File: src/rtl/lcd_timing_pkg.sv
// Shared timing helpers, FSM state encoding and HD44780 opcodes for the LCD path.
package lcd_timing_pkg;

    typedef enum logic [2:0] {
        ST_POWERUP = 3'd0,
        ST_IDLE    = 3'd1,
        ST_SETUP   = 3'd2,
        ST_PULSE   = 3'd3,
        ST_HOLD    = 3'd4,
        ST_EXEC    = 3'd5
    } lcd_state_t;

    localparam logic [7:0] LCD_CLEAR = 8'h01;
    localparam logic [7:0] LCD_HOME  = 8'h02;

    // Clock cycles covering t_ns, rounded up, never less than one.
    function automatic int unsigned cycles_from_ns(input longint unsigned t_ns,
                                                   input longint unsigned clk_hz);
        longint unsigned n;
        n = (t_ns * clk_hz + 64'd999_999_999) / 64'd1_000_000_000;
        if (n == 64'd0) n = 64'd1;
        return 32'(n);
    endfunction

    // Clock cycles covering t_us, rounded up, never less than one.
    function automatic int unsigned cycles_from_us(input longint unsigned t_us,
                                                   input longint unsigned clk_hz);
        longint unsigned n;
        n = (t_us * clk_hz + 64'd999_999) / 64'd1_000_000;
        if (n == 64'd0) n = 64'd1;
        return 32'(n);
    endfunction

    function automatic int unsigned max_u(input int unsigned a, input int unsigned b);
        return (a > b) ? a : b;
    endfunction

    // Clear Display, Return Home (and its 0x03 alias) need the long execution wait.
    function automatic logic is_long_exec(input logic rs, input logic [7:0] data);
        return (!rs) && (data[7:2] == 6'd0) && (data[1:0] != 2'd0);
    endfunction

endpackage

File: src/rtl/lcd_delay_counter.sv
// Loadable down-counter shared by every timed state of the LCD bus FSM.
module lcd_delay_counter #(
    parameter int unsigned CNT_W = 8
) (
    input  logic             clock,
    input  logic             i_load,
    input  logic [CNT_W-1:0] i_load_val,
    output logic             o_done_c
);

    logic [CNT_W-1:0] r_count;

    // Load on state entry, otherwise count down and park at zero.
    always_ff @(posedge clock) begin
        if (i_load) begin
            r_count <= i_load_val;
        end else if (r_count != '0) begin
            r_count <= r_count - CNT_W'(1);
        end
    end

    assign o_done_c = (r_count == '0);

endmodule

File: src/rtl/lcd_bus_driver.sv
// HD44780 physical-layer write timing: power-up wait, setup, E pulse, hold and exec delay.
module lcd_bus_driver
    import lcd_timing_pkg::*;
#(
    parameter int unsigned CLK_FREQ_HZ     = 50_000_000,
    parameter int unsigned T_SETUP_NS      = 60,
    parameter int unsigned T_EPW_NS        = 460,
    parameter int unsigned T_HOLD_NS       = 20,
    parameter int unsigned T_EXEC_SHORT_US = 40,
    parameter int unsigned T_EXEC_LONG_US  = 1640,
    parameter int unsigned T_POWERUP_US    = 40000
) (
    input  logic       clock,
    input  logic       reset,
    input  logic       cmd_valid,
    input  logic       cmd_rs,
    input  logic [7:0] cmd_data,
    output logic       cmd_ready,
    output logic       busy,
    output logic       lcd_rs,
    output logic       lcd_rw,
    output logic       lcd_e,
    output logic [7:0] lcd_db
);

    localparam int unsigned N_SETUP = cycles_from_ns(64'(T_SETUP_NS), 64'(CLK_FREQ_HZ));
    localparam int unsigned N_EPW   = cycles_from_ns(64'(T_EPW_NS), 64'(CLK_FREQ_HZ));
    localparam int unsigned N_HOLD  = cycles_from_ns(64'(T_HOLD_NS), 64'(CLK_FREQ_HZ));
    localparam int unsigned N_SHORT = cycles_from_us(64'(T_EXEC_SHORT_US), 64'(CLK_FREQ_HZ));
    localparam int unsigned N_LONG  = cycles_from_us(64'(T_EXEC_LONG_US), 64'(CLK_FREQ_HZ));
    localparam int unsigned N_PWR   = cycles_from_us(64'(T_POWERUP_US), 64'(CLK_FREQ_HZ));

    localparam int unsigned N_MAX = max_u(max_u(max_u(N_SETUP, N_EPW), max_u(N_HOLD, N_SHORT)),
                                          max_u(N_LONG, N_PWR));
    localparam int unsigned CNT_W = $clog2(N_MAX) + 1;

    // A state lasting N cycles loads N-1 and leaves on the cycle the counter reads zero.
    localparam logic [CNT_W-1:0] LD_SETUP = CNT_W'(N_SETUP - 1);
    localparam logic [CNT_W-1:0] LD_EPW   = CNT_W'(N_EPW - 1);
    localparam logic [CNT_W-1:0] LD_HOLD  = CNT_W'(N_HOLD - 1);
    localparam logic [CNT_W-1:0] LD_SHORT = CNT_W'(N_SHORT - 1);
    localparam logic [CNT_W-1:0] LD_LONG  = CNT_W'(N_LONG - 1);
    localparam logic [CNT_W-1:0] LD_PWR   = CNT_W'(N_PWR - 1);

    lcd_state_t       r_state;
    logic             r_ready;
    logic             r_busy;
    logic             r_e;
    logic             r_rs;
    logic [7:0]       r_db;

    logic             w_done;
    logic             w_accept;
    logic             w_advance;
    logic             w_load;
    logic [CNT_W-1:0] w_load_val;

    lcd_delay_counter #(
        .CNT_W (CNT_W)
    ) u_delay (
        .clock      (clock),
        .i_load     (w_load),
        .i_load_val (w_load_val),
        .o_done_c   (w_done)
    );

    // Decide when the current state ends and what delay the next state starts with.
    always_comb begin
        w_accept   = (r_state == ST_IDLE) && cmd_valid && r_ready;
        w_advance  = 1'b0;
        w_load_val = '0;
        case (r_state)
            ST_POWERUP: begin
                w_advance  = w_done;
                w_load_val = '0;
            end
            ST_IDLE: begin
                w_advance  = w_accept;
                w_load_val = LD_SETUP;
            end
            ST_SETUP: begin
                w_advance  = w_done;
                w_load_val = LD_EPW;
            end
            ST_PULSE: begin
                w_advance  = w_done;
                w_load_val = LD_HOLD;
            end
            ST_HOLD: begin
                w_advance  = w_done;
                w_load_val = is_long_exec(r_rs, r_db) ? LD_LONG : LD_SHORT;
            end
            ST_EXEC: begin
                w_advance  = w_done;
                w_load_val = '0;
            end
            default: begin
                w_advance  = 1'b0;
                w_load_val = '0;
            end
        endcase
        if (reset) begin
            w_load_val = LD_PWR;
        end
        w_load = reset || w_advance;
    end

    // Transfer sequencer with registered handshake and LCD pin outputs.
    always_ff @(posedge clock) begin
        if (reset) begin
            r_state <= ST_POWERUP;
            r_ready <= 1'b0;
            r_busy  <= 1'b1;
            r_e     <= 1'b0;
            r_rs    <= 1'b0;
            r_db    <= 8'h00;
        end else if (w_advance) begin
            case (r_state)
                ST_POWERUP: begin
                    r_state <= ST_IDLE;
                    r_ready <= 1'b1;
                    r_busy  <= 1'b0;
                end
                ST_IDLE: begin
                    r_state <= ST_SETUP;
                    r_ready <= 1'b0;
                    r_busy  <= 1'b1;
                    r_rs    <= cmd_rs;
                    r_db    <= cmd_data;
                end
                ST_SETUP: begin
                    r_state <= ST_PULSE;
                    r_e     <= 1'b1;
                end
                ST_PULSE: begin
                    r_state <= ST_HOLD;
                    r_e     <= 1'b0;
                end
                ST_HOLD: begin
                    r_state <= ST_EXEC;
                end
                ST_EXEC: begin
                    r_state <= ST_IDLE;
                    r_ready <= 1'b1;
                    r_busy  <= 1'b0;
                end
                default: begin
                    r_state <= ST_POWERUP;
                    r_ready <= 1'b0;
                    r_busy  <= 1'b1;
                    r_e     <= 1'b0;
                end
            endcase
        end
    end

    assign cmd_ready = r_ready;
    assign busy      = r_busy;
    assign lcd_e     = r_e;
    assign lcd_rs    = r_rs;
    assign lcd_db    = r_db;
    assign lcd_rw    = 1'b0;

endmodule

File: config.mk
export PLATFORM = sky130hd
export DESIGN_NAME = lcd_bus_driver
export DESIGN_NICKNAME = d
export VERILOG_FILES = /design/src/rtl/lcd_timing_pkg.sv /design/src/rtl/lcd_delay_counter.sv /design/src/rtl/lcd_bus_driver.sv
export SDC_FILE = /design/constraint.sdc
export NUM_CORES = 1
export LEC_CHECK = 0
export CAP_MARGIN = 25
export CORE_MARGIN = 4
export CORE_UTILIZATION = 55
export CTS_BUF_LIST = sky130_fd_sc_hd__clkbuf_16
export CTS_CLUSTER_DIAMETER = 120
export CTS_CLUSTER_SIZE = 8
export DETAILED_ROUTE_END_ITERATION = 16
export GPL_ROUTABILITY_DRIVEN = 0
export PLACE_DENSITY = 0.91
export SYNTH_ARGS = -nofsm -noshare
export SYNTH_HDL_FRONTEND = slang
export SYNTH_SLANG_ARGS = --single-unit
File: constraint.sdc
create_clock -name clock -period 3.52 [get_ports clock]
set_input_delay 0.352 -clock clock [delete_from_list [all_inputs] [get_ports clock]]
set_output_delay 0.352 -clock clock [all_outputs]
set_load 0.02 [all_outputs]
==> results of run 1 <==
power groups by stage:
stage | clock, uW | combinational [uW] | sequential [uW]
final | 416 | 35.1 | 460
after global placement | 0 | 34.0 | 469
after detailed placement | 0 | 34.8 | 469
after CTS | 422 | 35.2 | 460
after global routing | 440 | 38.3 | 460
after floorplan | 0 | 18.0 | 468
synth_stat cells, types with 6 or more instances:
master | count | area share
a21oi_1 | 18 | 0.042
xnor2_1 | 7 | 0.029
nor3_1 | 7 | 0.016
nor2_1 | 14 | 0.025
o21ai_0 | 7 | 0.016
mux2i_1 | 6 | 0.028
or4_1 | 9 | 0.032
edfxtp_1 | 22 | 0.31
clkbuf_1 | 13 | 0.023
nand2_1 | 25 | 0.044
dfxtp_1 | 15 | 0.14
nor4_1 | 6 | 0.018
final timing paths:
path / from / end / slack, ns / depth (start not counted)
worst max-delay path: u_delay.r_count[0]$_DFFE_PP_ / u_delay.r_count[20]$_DFFE_PP_ / 0.84 / 6
worst min-delay path: lcd_rs$_SDFFE_PP0P_ / lcd_rs$_SDFFE_PP0P_ / 0.47 / 2
worst max register to register: u_delay.r_count[0]$_DFFE_PP_ / u_delay.r_count[20]$_DFFE_PP_ / 0.84 / 6
worst min register to register: lcd_rs$_SDFFE_PP0P_ / lcd_rs$_SDFFE_PP0P_ / 0.47 / 2
layout make-up:
class	count	area share
clock buffer	5	0.04995
multi-input combinational	167	0.4266
sequential	37	0.3836
inverter	5	0.007493
timing repair buffer	27	0.1039
tap	48	0.02398
clock inverter	3	0.004496
cell families after synthesis:
family,Yosys count,synth area share
other,1,0.001764
and+or+nand+nor,90,0.2266
buffers and inverters,22,0.04532
muxes,6,0.02825
xor gates and xnor gates,9,0.03708
AOI/OAI and AO/OA,60,0.2031
DFF,37,0.4520
adders and majority gates,1,0.005885
state kept, by name (all words and copies together), names as in the netlist:
name and flops:
lcd_db 8, lcd_rs 1, u_delay.r_count 22, cmd_ready 1, busy 1, r_state 3
lcd_e 1
stage by stage:
step	total power (uW)	instances	instance area [um2]
2_1_floorplan	486.3	226	2126
3_3_place_gp	502.6	284	2369
3_5_place_dp	503.8	284	2369
4_1_cts	917.6	292	2505
5_1_grt	939.0	292	2505
6_report	910.9	292	2505
critical path: stages, from the launching register on:
cell and delay (ns):
edfxtp_1 0.39, inv_1 0.10, ha_1 0.19, or4b_1 0.53, or3_1 0.54, o311a_1 0.41, a211o_1 0.26
routing by layer:
| layer | vias to the layer above | routed length (um) | part of all wire | GRT usage |
|---|---|---|---|---|
| li1 | 893 | - | - | - |
| met1 | 876 | 2112 | 0.44 | 0.2534 |
| met2 | 80 | 2244 | 0.47 | 0.3190 |
| met3 | 10 | 361 | 0.075 | 0.06331 |
| met4 | 0 | 74 | 0.015 | 0.08298 |
| met5 | - | 0 | 0 | 0 |
==> flow_metrics.tcl, run 1 <==
set metrics [dict create \
    clock_latency_ns 0.28 \
    syn_avg_cell_area_um2 9.406 \
    wl_per_cell_um 16.41 \
    final_nets 256 \
    ir_drop_v 0.0002608 \
    mostFrequentLayoutCells "25 x nand2_1, 23 x clkdlybuf4s50_1, 22 x edfxtp_1, 18 x a21oi_1, 15 x dfxtp_1" \
    vias_per_cell 6.366 \
    path_max_fanout 9 \
    synth_warnings 0 \
    final_util 0.6791 \
    hold_viol 0 \
    relSlewSlack 0.5695 \
    arrival_ns 2.71 \
    tightestPinTransition_ns 0.6457 \
    seq_power_share 0.505 \
    hold_slack_ns 0.4737 \
    fin_ws_ns 0.8390 \
    p_clk_frac 0.456 \
    ys.flop_type "edfxtp_1" \
    period_share 0.7617 \
    n_antenna_cell 0 \
    drv_slew 0 \
    io_pins 25 \
    rows 22 \
    cts.clk_slew.worst_paths_ns 0.05 \
    powerDensity_nw_per_um2 363.7 \
    synthArstFlopShare 0 \
    grt_pass1_vias 1766 \
    ctsResizeCount 0 \
    crit_type "flop to flop" \
    multi_input_area_um2 1069 \
    worstPathRequired_ns 3.55 \
    cp-start-kind "flop" \
    tritoncts "yes" \
    grt_max_degree 23 \
    synth_edf_count 22 \
    fillers 293 \
    track_usage 0.2013 \
    tns_ns 0 \
    die_width_um 70.17 \
    drcViolationCount 0 \
    ys_seq_area_frac 0.4520 \
    finClkSkew_ns 0.005951 \
    hp-class "flop to flop" \
    max_freq_mhz 373.0 \
    end_kind "flop" \
    start_util 0.5763 \
    p_leak_uw 0.0007938 \
    cts_setup_buffers 0 \
    clock_sinks 37 \
    internal_power_uw 729.6 \
    dr.pass1.iters 4 \
    die_h_um 70.17 \
    syn_nets 239 \
    layout-drive-gt1-share 0.07377 \
    outcome "finished clean" \
    grt_first_pass_wirelength_mm 7.976 \
    vias 1859 \
    ant_nets 0 \
    power_switching_uw 181.3 \
    cap_violations 0 \
    fp.coreArea_um2 3689 \
    rsz0062_at_grt "no" \
    fin_crit_ns 2.681 \
    ys_ff_latch 37 \
    clock_path_buffers 2 \
    dp_hpwl_mm 3.391 \
    pwr-share-comb 0.039 \
    first_iter_violations 132 \
    cts-hold-fix-buffers 0 \
    die_area_um2 4924 \
    p_sw_frac 0.1991 \
    port_buffers 23 \
    netlist_area_um2 2126 \
    cts_buffers 5 \
    setup_viol 0 \
    antenna_found_initial 0 \
    cts-root-buf "clkbuf_16" \
    mostFrequentLayoutCell "nand2_1" \
    htreeDepth 2 \
    synthDistinctLibCells 57 \
    syn_to_final_growth_pct 17.83 \
    drt_wl_total_mm 4.793 \
    preCtsSetupSlack_ns 0.8645 \
    syn_inst 226 \
    grt.overflow.total 0 \
    ff_latch_area_um2 960.9 \
]
Note: power is estimated with default switching activity, not from simulation.
==> run 2: changes to the inputs <==
==> constraint.sdc (replaced) <==
create_clock -name clock -period 2.8 [get_ports clock]
set_input_delay 0.28 -clock clock [delete_from_list [all_inputs] [get_ports clock]]
set_output_delay 0.28 -clock clock [all_outputs]
set_load 0.02 [all_outputs]
==> run 2 against run 1 <==
  * Clock-buffer cell count unchanged
  * Die area stayed put
  * Worst hold slack got worse by 0.011 ns
  * Worst setup slack worse by 0.70 ns
  * Total power increased by 29%
  * Clock power is 31% higher
  * Global-route usage up 2.3 points
  * First-iteration DRC count increased by 120%
  * Combinational power grew 32%
  * Sequential cell count is the same
  * Critical path type unchanged
  * Highest routed layer unchanged
==> flow_metrics.tcl, run 2 (synthesis gave the netlist of run 1 again) <==
set metrics [dict create \
    outcome "finished clean" \
    cts-root-buf "clkbuf_16" \
    track_usage 0.2238 \
    preCtsSetupSlack_ns 0.1724 \
    cts-hold-fix-buffers 0 \
    grt_pass1_vias 1886 \
    drcViolationCount 0 \
    powerDensity_nw_per_um2 462.7 \
    largest_register_ff_count 22 \
    setup_viol 0 \
    path_max_fanout 9 \
    cts.clk_slew.worst_paths_ns 0.06 \
    tightestPinTransition_ns 0.7274 \
    rsz0062_at_grt "yes" \
    hold_slack_ns 0.4625 \
    ff2ff_path_depth 4 \
    rrSetupSlack_ns 0.14 \
    hold_viol 0 \
    cts_setup_buffers 0 \
    port_buffers 23 \
    wl_per_cell_um 17.95 \
    crit_type "flop to flop" \
    reg2reg_to "u_delay.r_count[8]$_DFFE_PP_" \
    io_pins 25 \
    mostFrequentLayoutCell "nand2_1" \
    regMostFlops "u_delay.r_count" \
    first_iter_violations 293 \
    fin_crit_ns 2.664 \
    n_antenna_cell 0 \
    fp.coreArea_um2 3689 \
    relSlewSlack 0.5128 \
    clock_sinks 37 \
    end_kind "flop" \
    clock_path_buffers 2 \
    fin_ws_ns 0.1356 \
    ctsResizeCount 0 \
    endpoint "u_delay.r_count[8]$_DFFE_PP_" \
    layoutNonFillerInstCount 295 \
    cp-start-kind "flop" \
    vias_per_cell 6.597 \
    final_area_um2 2532 \
    layout-drive-gt1-share 0.09717 \
    place_inst 287 \
    mostFrequentLayoutCells "25 x nand2_1, 23 x clkdlybuf4s50_1, 22 x edfxtp_1, 18 x a21oi_1, 15 x dfxtp_1" \
    max_freq_mhz 375.3 \
    grt.overflow.total 0 \
    drt_wl_total_mm 5.296 \
    dr.pass1.iters 5 \
    grt_max_degree 16 \
    period_share 0.9516 \
    arrival_ns 2.66 \
    dp_hpwl_mm 3.632 \
    die_h_um 70.17 \
    syn_to_final_growth_pct 19.13 \
    dpl_cell_area_um2 2391 \
    rows 22 \
    critPathLaunch "u_delay.r_count[6]$_DFFE_PP_" \
    htreeDepth 2 \
    cap_violations 0 \
    tritoncts "yes" \
    die_width_um 70.17 \
    tns_ns 0 \
    hp-class "flop to flop" \
    drv_slew 0 \
    clock_latency_ns 0.28 \
    antenna_found_initial 0 \
    cts_buffers 5 \
    grt_first_pass_wirelength_mm 8.714 \
    final_nets 259 \
    ir_drop_v 0.0003374 \
    vias 1946 \
    r2r_start "u_delay.r_count[6]$_DFFE_PP_" \
    p_leak_uw 0.0008063 \
    finClkSkew_ns 0.008273 \
    start_util 0.5763 \
    worstPathRequired_ns 2.80 \
    die_area_um2 4924 \
    ant_nets 0 \
]
[run 2: area by class of cell]
type,instances,area (um2)
clock buffer,5,125.1
clock inverter,3,16.27
fill,293,1156
inverter,5,18.77
multi-input combinational,167,1069
sequential,37,960.9
tap,48,60.06
timing repair buffer,30,282.8
[run 2: worst min path at each step]
stage,startpoint,endpoint,slack [ns],cells past startpoint
after detailed placement,busy$_SDFFE_PP1P_,busy$_SDFFE_PP1P_,0.46,2
after CTS,busy$_SDFFE_PP1P_,busy$_SDFFE_PP1P_,0.47,2
after global routing,lcd_db[1]$_SDFFE_PP0P_,lcd_db[1]$_SDFFE_PP0P_,0.50,2
after global placement,lcd_db[0]$_SDFFE_PP0P_,lcd_db[0]$_SDFFE_PP0P_,0.45,2
final,busy$_SDFFE_PP1P_,busy$_SDFFE_PP1P_,0.46,2
after floorplan,cmd_data[0],lcd_db[0]$_SDFFE_PP0P_,0.42,2
[run 2: worst max-delay path: stages, from the launching register on]
cell,delay (ns)
edfxtp_1,0.47
or4_1,0.65
or3_1,0.58
o31ai_2,0.51
a22oi_1,0.16
[run 2: through the flow]
step,util,total power [uW]
CTS,0.6866,1168
floorplan,-,611.3
global placement,0.6482,632.2
global route,0.6866,1201
detailed placement,0.6482,633.7
finish,0.6866,1172
[run 2: routing by layer]
layer	GRT usage	share of wire
met5	0	0
met4	0.1000	0.022
met3	0.05899	0.083
met2	0.3736	0.48
met1	0.2693	0.41
[run 2: power by group]
part           internal (uW)  switching, uW  leakage [uW]  total [uW]
logic                   22.2           24.2      0.000394        46.4
clock network            327            220     0.0000739         547
registers                575           3.09      0.000339         578
==> run 3: changes to the inputs <==
--- a/config.mk
+++ b/config.mk
@@ -5,7 +5,7 @@
 export SDC_FILE = /design/constraint.sdc
 export NUM_CORES = 1
 export LEC_CHECK = 0
-export CAP_MARGIN = 25
+export CAP_MARGIN = 10
 export CORE_MARGIN = 4
 export CORE_UTILIZATION = 55
 export CTS_BUF_LIST = sky130_fd_sc_hd__clkbuf_16
==> results of run 3 <==
The final DEF is identical to that of run 2; final timing and power are the same.
